`config.mk`:
```
export PLATFORM = sky130hd
export DESIGN_NAME = stack_sequencer
export DESIGN_NICKNAME = d
export VERILOG_FILES = /design/src/rtl/stack_sequencer.sv
export SDC_FILE = /design/constraint.sdc
export NUM_CORES = 1
export LEC_CHECK = 0
export ABC_AREA = 0
export CAP_MARGIN = 40
export CORE_UTILIZATION = 43
export CTS_CLUSTER_DIAMETER = 200
export DETAILED_ROUTE_END_ITERATION = 16
export PLACE_DENSITY_LB_ADDON = 0.05
export SETUP_SLACK_MARGIN = 0.02
export SLEW_MARGIN = 20
export SYNTH_ARGS = -nofsm -noshare
export SYNTH_HDL_FRONTEND = slang
export SYNTH_SLANG_ARGS = --single-unit
export TNS_END_PERCENT = 10
```
`constraint.sdc`:
```
create_clock -name clk -period 2.27 [get_ports clk]
set_clock_uncertainty 0.15 [all_clocks]
set_input_delay 0.454 -clock clk [delete_from_list [all_inputs] [get_ports clk]]
set_output_delay 0.454 -clock clk [all_outputs]
set_load 0.01 [all_outputs]
```
`src/rtl/stack_sequencer.sv`:
```
// stack_sequencer: sequences the multi-word stack pushes and pops for CALL/INT/RET/RTI/PUSH/POP,
// latching the return context on entry and reassembling it from successive pops.
module stack_sequencer #(
   parameter int DATA_W = 16
) (
   input  logic                clk,
   input  logic                rst,
   input  logic                instr_valid,
   input  logic [2:0]          op,
   input  logic [2*DATA_W-1:0] pc,
   input  logic [3:0]          flags,
   input  logic [DATA_W-1:0]   mem_read_data,
   output logic                stall,
   output logic                stack_signal,
   output logic                dec_sp,
   output logic                inc_sp,
   output logic                mem_write,
   output logic                mem_read,
   output logic                which_data1,
   output logic                which_data2,
   output logic [DATA_W-1:0]   pc_low_out,
   output logic [DATA_W-1:0]   pc_high_out,
   output logic [3:0]          flags_out,
   output logic [2*DATA_W-1:0] pc_ret,
   output logic [3:0]          flags_ret,
   output logic [DATA_W-1:0]   pop_data,
   output logic                pc_load,
   output logic                flags_load,
   output logic                pop_valid
);
   localparam logic [2:0] OP_NOP = 3'd0, OP_CALL = 3'd1, OP_INT = 3'd2, OP_RET = 3'd3,
                          OP_RTI = 3'd4, OP_PUSH = 3'd5, OP_POP = 3'd6, OP_NOP2 = 3'd7;
   typedef enum logic [3:0] {IDLE, PUSH_F, PUSH_H, PUSH_L, POP_L, POP_H, POP_F, POP_D, DONE} state_t;
   state_t state, nxt;
   logic [2:0] op_q;
   logic accept, push, pop;
   assign accept = instr_valid && op != OP_NOP && op != OP_NOP2;
   // stall is the only Mealy output: it must rise in the accept cycle itself
   assign stall = state != IDLE || accept;
   always_ff @(posedge clk or negedge rst) begin
      if (!rst) state <= IDLE;
      else state <= nxt;
   end
   always_comb begin
      nxt = state;
      case (state)
         IDLE:         if (accept) nxt = op == OP_CALL ? PUSH_H : op == OP_INT ? PUSH_F :
                                         op == OP_PUSH ? PUSH_L : op == OP_POP ? POP_D : POP_L;
         PUSH_F:       nxt = PUSH_H;
         PUSH_H:       nxt = PUSH_L;
         POP_L:        nxt = POP_H;
         POP_H:        nxt = op_q == OP_RTI ? POP_F : DONE;
         POP_F, POP_D: nxt = DONE;
         default:      nxt = IDLE;
      endcase
   end
   always_comb begin
      push = state inside {PUSH_F, PUSH_H, PUSH_L};
      pop = state inside {POP_L, POP_H, POP_F, POP_D};
      stack_signal = push || pop;
      mem_write = push;
      dec_sp = push;
      mem_read = pop;
      inc_sp = pop;
      which_data2 = state == PUSH_F || state == PUSH_H;
      which_data1 = state == PUSH_F || (state == PUSH_L && op_q != OP_PUSH);
      pc_load = state == DONE && (op_q == OP_RET || op_q == OP_RTI);
      flags_load = state == DONE && op_q == OP_RTI;
      pop_valid = state == DONE && op_q == OP_POP;
   end
   always_ff @(posedge clk or negedge rst) begin
      if (!rst) begin
         op_q <= '0;
         pc_low_out <= '0;
         pc_high_out <= '0;
         flags_out <= '0;
         pc_ret <= '0;
         flags_ret <= '0;
         pop_data <= '0;
      end else begin
         if (state == IDLE && accept) begin
            op_q <= op;
            pc_low_out <= pc[DATA_W-1:0];
            pc_high_out <= pc[2*DATA_W-1:DATA_W];
            flags_out <= flags;
         end
         if (state == POP_L) pc_ret[DATA_W-1:0] <= mem_read_data;
         if (state == POP_H) pc_ret[2*DATA_W-1:DATA_W] <= mem_read_data;
         if (state == POP_F) flags_ret <= mem_read_data[3:0];
         if (state == POP_D) pop_data <= mem_read_data;
      end
   end
endmodule

```
==> results.cfg, run 1 <==
[floorplan]
dieArea_mm2 = 0.00931
num_io_pins = 157
initial_core_util = 0.442
num_rows = 34
core_mm2 = 0.00868
chipWidth_um = 96.5
die_h_um = 96.5

[worst_setup_path]
crit_chain = or2_2, nor2_1, dlygate4sd2_1
r2r_cells = 6
cpMaxStageDelayCell = dfrtp_2
cp.arrival_ns = 1.58
required_ns = 1.67
crit_buf_inv = 1
cpLargestDelayFamily = simple AND/OR/NAND/NOR gates
cp.depth = 3
critPathKind = flip-flop to primary output
cp_max_fo = 5
cp-start-kind = flip-flop
crit_path_end_kind = primary output
slowest_delay_ns = 0.45

[timing]
max_freq_mhz = 458
finalCriticalPeriod_ns = 2.18
rsz0062_at_grt = yes
drv_slew = 0
tightestPinTransition_ns = 0.491
setup_viol = 0
slew_headroom = 0.672
hold_viol_final = 0
layout_setup_ws_ns = 0.0887
min_period_over_period = 0.961

[routing]
routed_wl_um = 8740
vias = 2666
post_drt_wl_per_cell_um = 16.3
drt_iter0_markers = 83
viasPerCell = 4.98
route.detailed.drc = 0
final_antenna_net_count = 0
drtPass1Iterations = 4

[cts]
cts_setup_buffers = 0
clk_pin_slew_ns = 0.09
cts_buffers = 9
cts_htree_levels = 3
cts.path.max_buffers = 2
clk_latency_ns = 0.35
clkSinkCount = 95
clockRootBuffer = clkbuf_8
cts_tree = done

[logic_synthesis]
syn_nets = 302
synth.top_cell.area_share = 0.619
synth-seq-area-share = 0.619
synth_cell_types = 33
yosys.area.top_type = dfrtp_1
synthFlopType = dfrtp_1
synth_edf_count = 0
async_flop_share = 1.00
synth_area_per_cell_um2 = 15.7
netlist_instances = 244
synth-seq-cells = 95
synth_area_mm2 = 0.00384
yosys-top-cells-area = dfrtp_1 62%, mux2_2 24%, mux2_4 3.9%
yosysWarnings = 0

[placed_design]
numPortBuffers = 156
placed_area_mm2 = 0.00566
place_ws_ns = -0.255
place.gp.congestion = 0.793
dpl.hpwl_um = 6260

[pwr]
p_switching_mw = 2.56
irDropWorstVdd_mv = 0.680
switching_share = 0.313
power_density_mw_per_mm2 = 1400
power.internal_mw = 5.62
p_leak_nw = 2.50
p_clk_frac = 0.117
pwr-share-comb = 0.516
seq_power_share = 0.367

[global_route]
grt_pass1_wl_um = 13300
overflow = 0
grt.total_usage = 0.194
grt_max_degree = 58
antenna_found_initial = 0
grt_pass1_vias = 2609

[layout]
antenna_cells = 0
final_nets = 481
final_common_cell = clkdlybuf4s50_1
area_growth_pct = 52.1
final_area_mm2 = 0.00584
final_cell_mix = 144 x clkdlybuf4s50_1, 93 x dfrtp_1, 81 x mux2_2, 22 x buf_4, 10 x mux2_4
drive_gt1_frac = 0.342

[job]
drv_cap = 0

[outcome]
status = finished, final reports clean

[min_path]
holdPathStages = 1
hp-class = flip-flop to flip-flop
## power groups by stage
stage	sequential [mW]	clock, mW	combinational, mW
floorplan	3.41	0	1.52
global placement	2.98	0	4.25
detailed placement	3.03	0	4.31
CTS	3.01	1.00	4.29
finish	3.00	0.961	4.22
global route	3.13	1.08	4.52
## layout make-up
cell class                 instances  area, um2
fill                             688       2840
sequential                        95       2380
timing repair buffer             180       1750
multi-input combinational        136       1410
tap                              108        135
clock buffer                      11        131
clock inverter                     4       31.3
inverter                           1       3.75
## cells by family after synthesis
kind of cell,share of synthesized area
flip-flops,0.619
multiplexers,0.277
AND/OR/NAND/NOR,0.0564
buffers and inverters,0.0225
AO/OA/AOI/OAI,0.0225
XOR/XNOR,0.00228
## layer usage
| metal | track usage | up-vias | part of all wire |
|---|---|---|---|
| met4 | 0.0784 | 0 | 0.016 |
| met3 | 0.0493 | 11 | 0.064 |
| met5 | 0 | - | 0 |
| met2 | 0.314 | 83 | 0.50 |
| met1 | 0.248 | 1338 | 0.42 |
| li1 | - | 1234 | - |
## path summary, 6_finish.rpt
path / end / from / slack (ns)
min in group asynchronous: pop_data[8]$_DFFE_PN0P_ / rst / 0.48
max in group asynchronous: pc_low_out[7]$_DFFE_PN0P_ / rst / 1.05
worst min register to register: pc_low_out[13]$_DFFE_PN0P_ / pc_low_out[13]$_DFFE_PN0P_ / 0.36
worst min-delay path: pc_low_out[13]$_DFFE_PN0P_ / pc_low_out[13]$_DFFE_PN0P_ / 0.36
worst max register to register: pc_high_out[11]$_DFFE_PN0P_ / state[2]$_DFFE_PN0P_ / 0.23
worst max-delay path: dec_sp / state[2]$_DFFE_PN0P_ / 0.09
## stage by stage
step	power, mW	instances	util	setup TNS (ns)	hold WS (ns)
5_1_grt	8.73	535	0.673	-0.000594	0.381
3_5_place_dp	7.34	519	0.652	-2.89	0.319
3_3_place_gp	7.23	519	0.652	-2.01	0.324
6_report	8.18	535	0.673	0	0.358
4_1_cts	8.30	535	0.673	-0.345	0.362
2_1_floorplan	4.93	244	-	0	0.00841
## what timing repair did
item | CTS | global route
gates resized for setup | 20 | 10
endpoints found under the setup margin | 11 | 9
hold endpoints to repair | 57 | 0
hold buffers | 1 | 0
## flip-flops by register name (all words and copies together), names as in the netlist
| name | cells |
|---|---|
| pc_ret | 32 |
| op_q | 3 |
| pc_low_out | 16 |
| state | 4 |
| pop_data | 16 |
| flags_ret | 4 |
| flags_out | 4 |
| pc_high_out | 16 |
## synth_stat cells (2+ instances only)
master and instances:
buf_2 6, dfrtp_1 95, nand2_1 3, buf_6 2, nor3b_1 3, buf_4 4
mux2_2 81, a21oi_1 2, nor2_1 8, a221oi_1 2, nand2b_1 3, nand3_1 2
mux2_4 10, nand3b_1 4
No activity file was read; power rests on OpenSTA's default activity.
==> run 2, diff against run 1 <==
- CTS_CLUSTER_SIZE: default -> 20
==> results of run 2 <==
The final DEF is identical to that of run 1; final timing and power are the same.
==> patch (flow settings as in run 2) <==
Change the parameter `DATA_W` from 16 to 32.
--- a/src/rtl/stack_sequencer.sv
+++ b/src/rtl/stack_sequencer.sv
@@ -2,5 +2,5 @@
 // latching the return context on entry and reassembling it from successive pops.
 module stack_sequencer #(
-   parameter int DATA_W = 16
+   parameter int DATA_W = 32
 ) (
    input  logic                clk,
Interface: changed (6 resized); port bits go from 157 to 285. No check against the original RTL was run, so the function may have changed too.
==> patch against run 2 <==
Total power rose by 90%. Synthesized cell count is 69% higher. Sequential cell count up 80. Routed wire length grew 93%. Setup slack got worse by 0.012 ns. First-iteration DRC count is 90% higher. Design area grew 83%. Synthesized area rose by 75%. Non-clock buffer count increased by 142. Clock power grew to 2.9 times the old value. Global-route usage up 2.4 points. Largest power group unchanged. Highest routed layer unchanged.
==> patch: results <==
[pwr]
ir_drop_uv = 667
power_frac_seq_pct = 35.6
p_seq_uw = 5540
p_leak_uw = 0.00449
pwr-share-clk_pct = 17.6

[grt]
grt_max_degree = 44
grt_pass1_wl_mm = 26.7
grt_use_total_pct = 21.8

[place]
dpl_cell_area_sq_um = 10100
dp_hpwl_mm = 12.5
place_inst = 922
place_ws_ns = -0.256
gp_congestion = 0.785

[clock_network]
numCtsBuffers = 17
root_buffer = clkbuf_16
path_clk_slew_ns = 0.06

[worst_setup_path]
critPathMaxStageDelay_ns = 0.39
worstPathMaxFanout = 4
crit_slowest_cell = dfrtp_1
critPathTopFamily = buffers and inverters

[detailed_routing]
vias_per_cell = 4.88
drt_iter0_drc = 158
wl_per_cell_um = 17.6
num_vias = 4673

[synth]
avgSynthCellArea_sq_um = 16.3
synthesis.nets = 519
seq_area_frac_synth_pct = 65.0
netlist_top_cells_count = dfrtp_1, mux2_2, mux2_1

[cells_and_area]
nNetsFinal = 839
drive_gt1_share_pct = 24.5
largest_reg_flops = 64

[sta]
worst_pin_slew_ns = 0.429

[run_status]
status = complete, no violations
patch: cell count changes after synthesis:
cell,change
mux2_2,+17
nand3_1,+1
clkbuf_1,+2
nand4_1,-1
buf_4,-2
nand3_2,-1
buf_2,+11
mux2_1,+73
buf_6,-2
dfrtp_1,+80
nor3b_2,+1
mux2_4,-10
nor3b_1,-1
nand4_2,+1
patch: final timing paths:
check / start / end / slack, ns / cells after the start
setup / recovery: state[3] / mem_write / 0.08 / 4
min in group asynchronous: rst / pc_ret[20] / 0.37 / 2
max in group asynchronous: rst / state[0] / 0.94 / 3
hold reg to reg: pc_ret[31] / pc_ret[31] / 0.33 / 1
hold / removal: pc_ret[31] / pc_ret[31] / 0.33 / 1
setup reg to reg: state[0] / pc_low_out[23] / 0.17 / 6
patch: cells by family (layout without fill, tap and decap cells):
group	after synthesis	after routing	synth area share [%]
xor gates and xnor gates	1	1	0.130
muxes	171	171	28.6
DFF	175	175	65.0
AOI/OAI and AO/OA	11	11	1.28
buffers and inverters	22	355	1.65
and+or+nand+nor	33	33	3.31
patch: layout make-up:
cell class / count / area (sq um)
clock buffers: 27 / 493
clock inverters: 5 / 55.1
fillers: 1105 / 4550
inverters: 1 / 3.75
multi-input cells: 216 / 2320
flip-flops and latches: 175 / 4380
well taps: 211 / 264
repair buffers: 322 / 3190
patch: what timing repair did:
action                                  in CTS  in global routing
endpoints found under the setup margin      11                  7
hold endpoints to repair                    36                  0
resized for setup                           33                  8
buffers inserted                             0                  2
hold buffers                                 1                  0
pin swaps                                    1                  1
patch: per-layer routing:
layer	global-route usage [%]	wire, um	vias to the layer above
met5	0	0	-
met2	36.8	8500	178
li1	-	-	2111
met1	25.4	6740	2360
met3	7.33	1220	24
met4	9.38	406	0
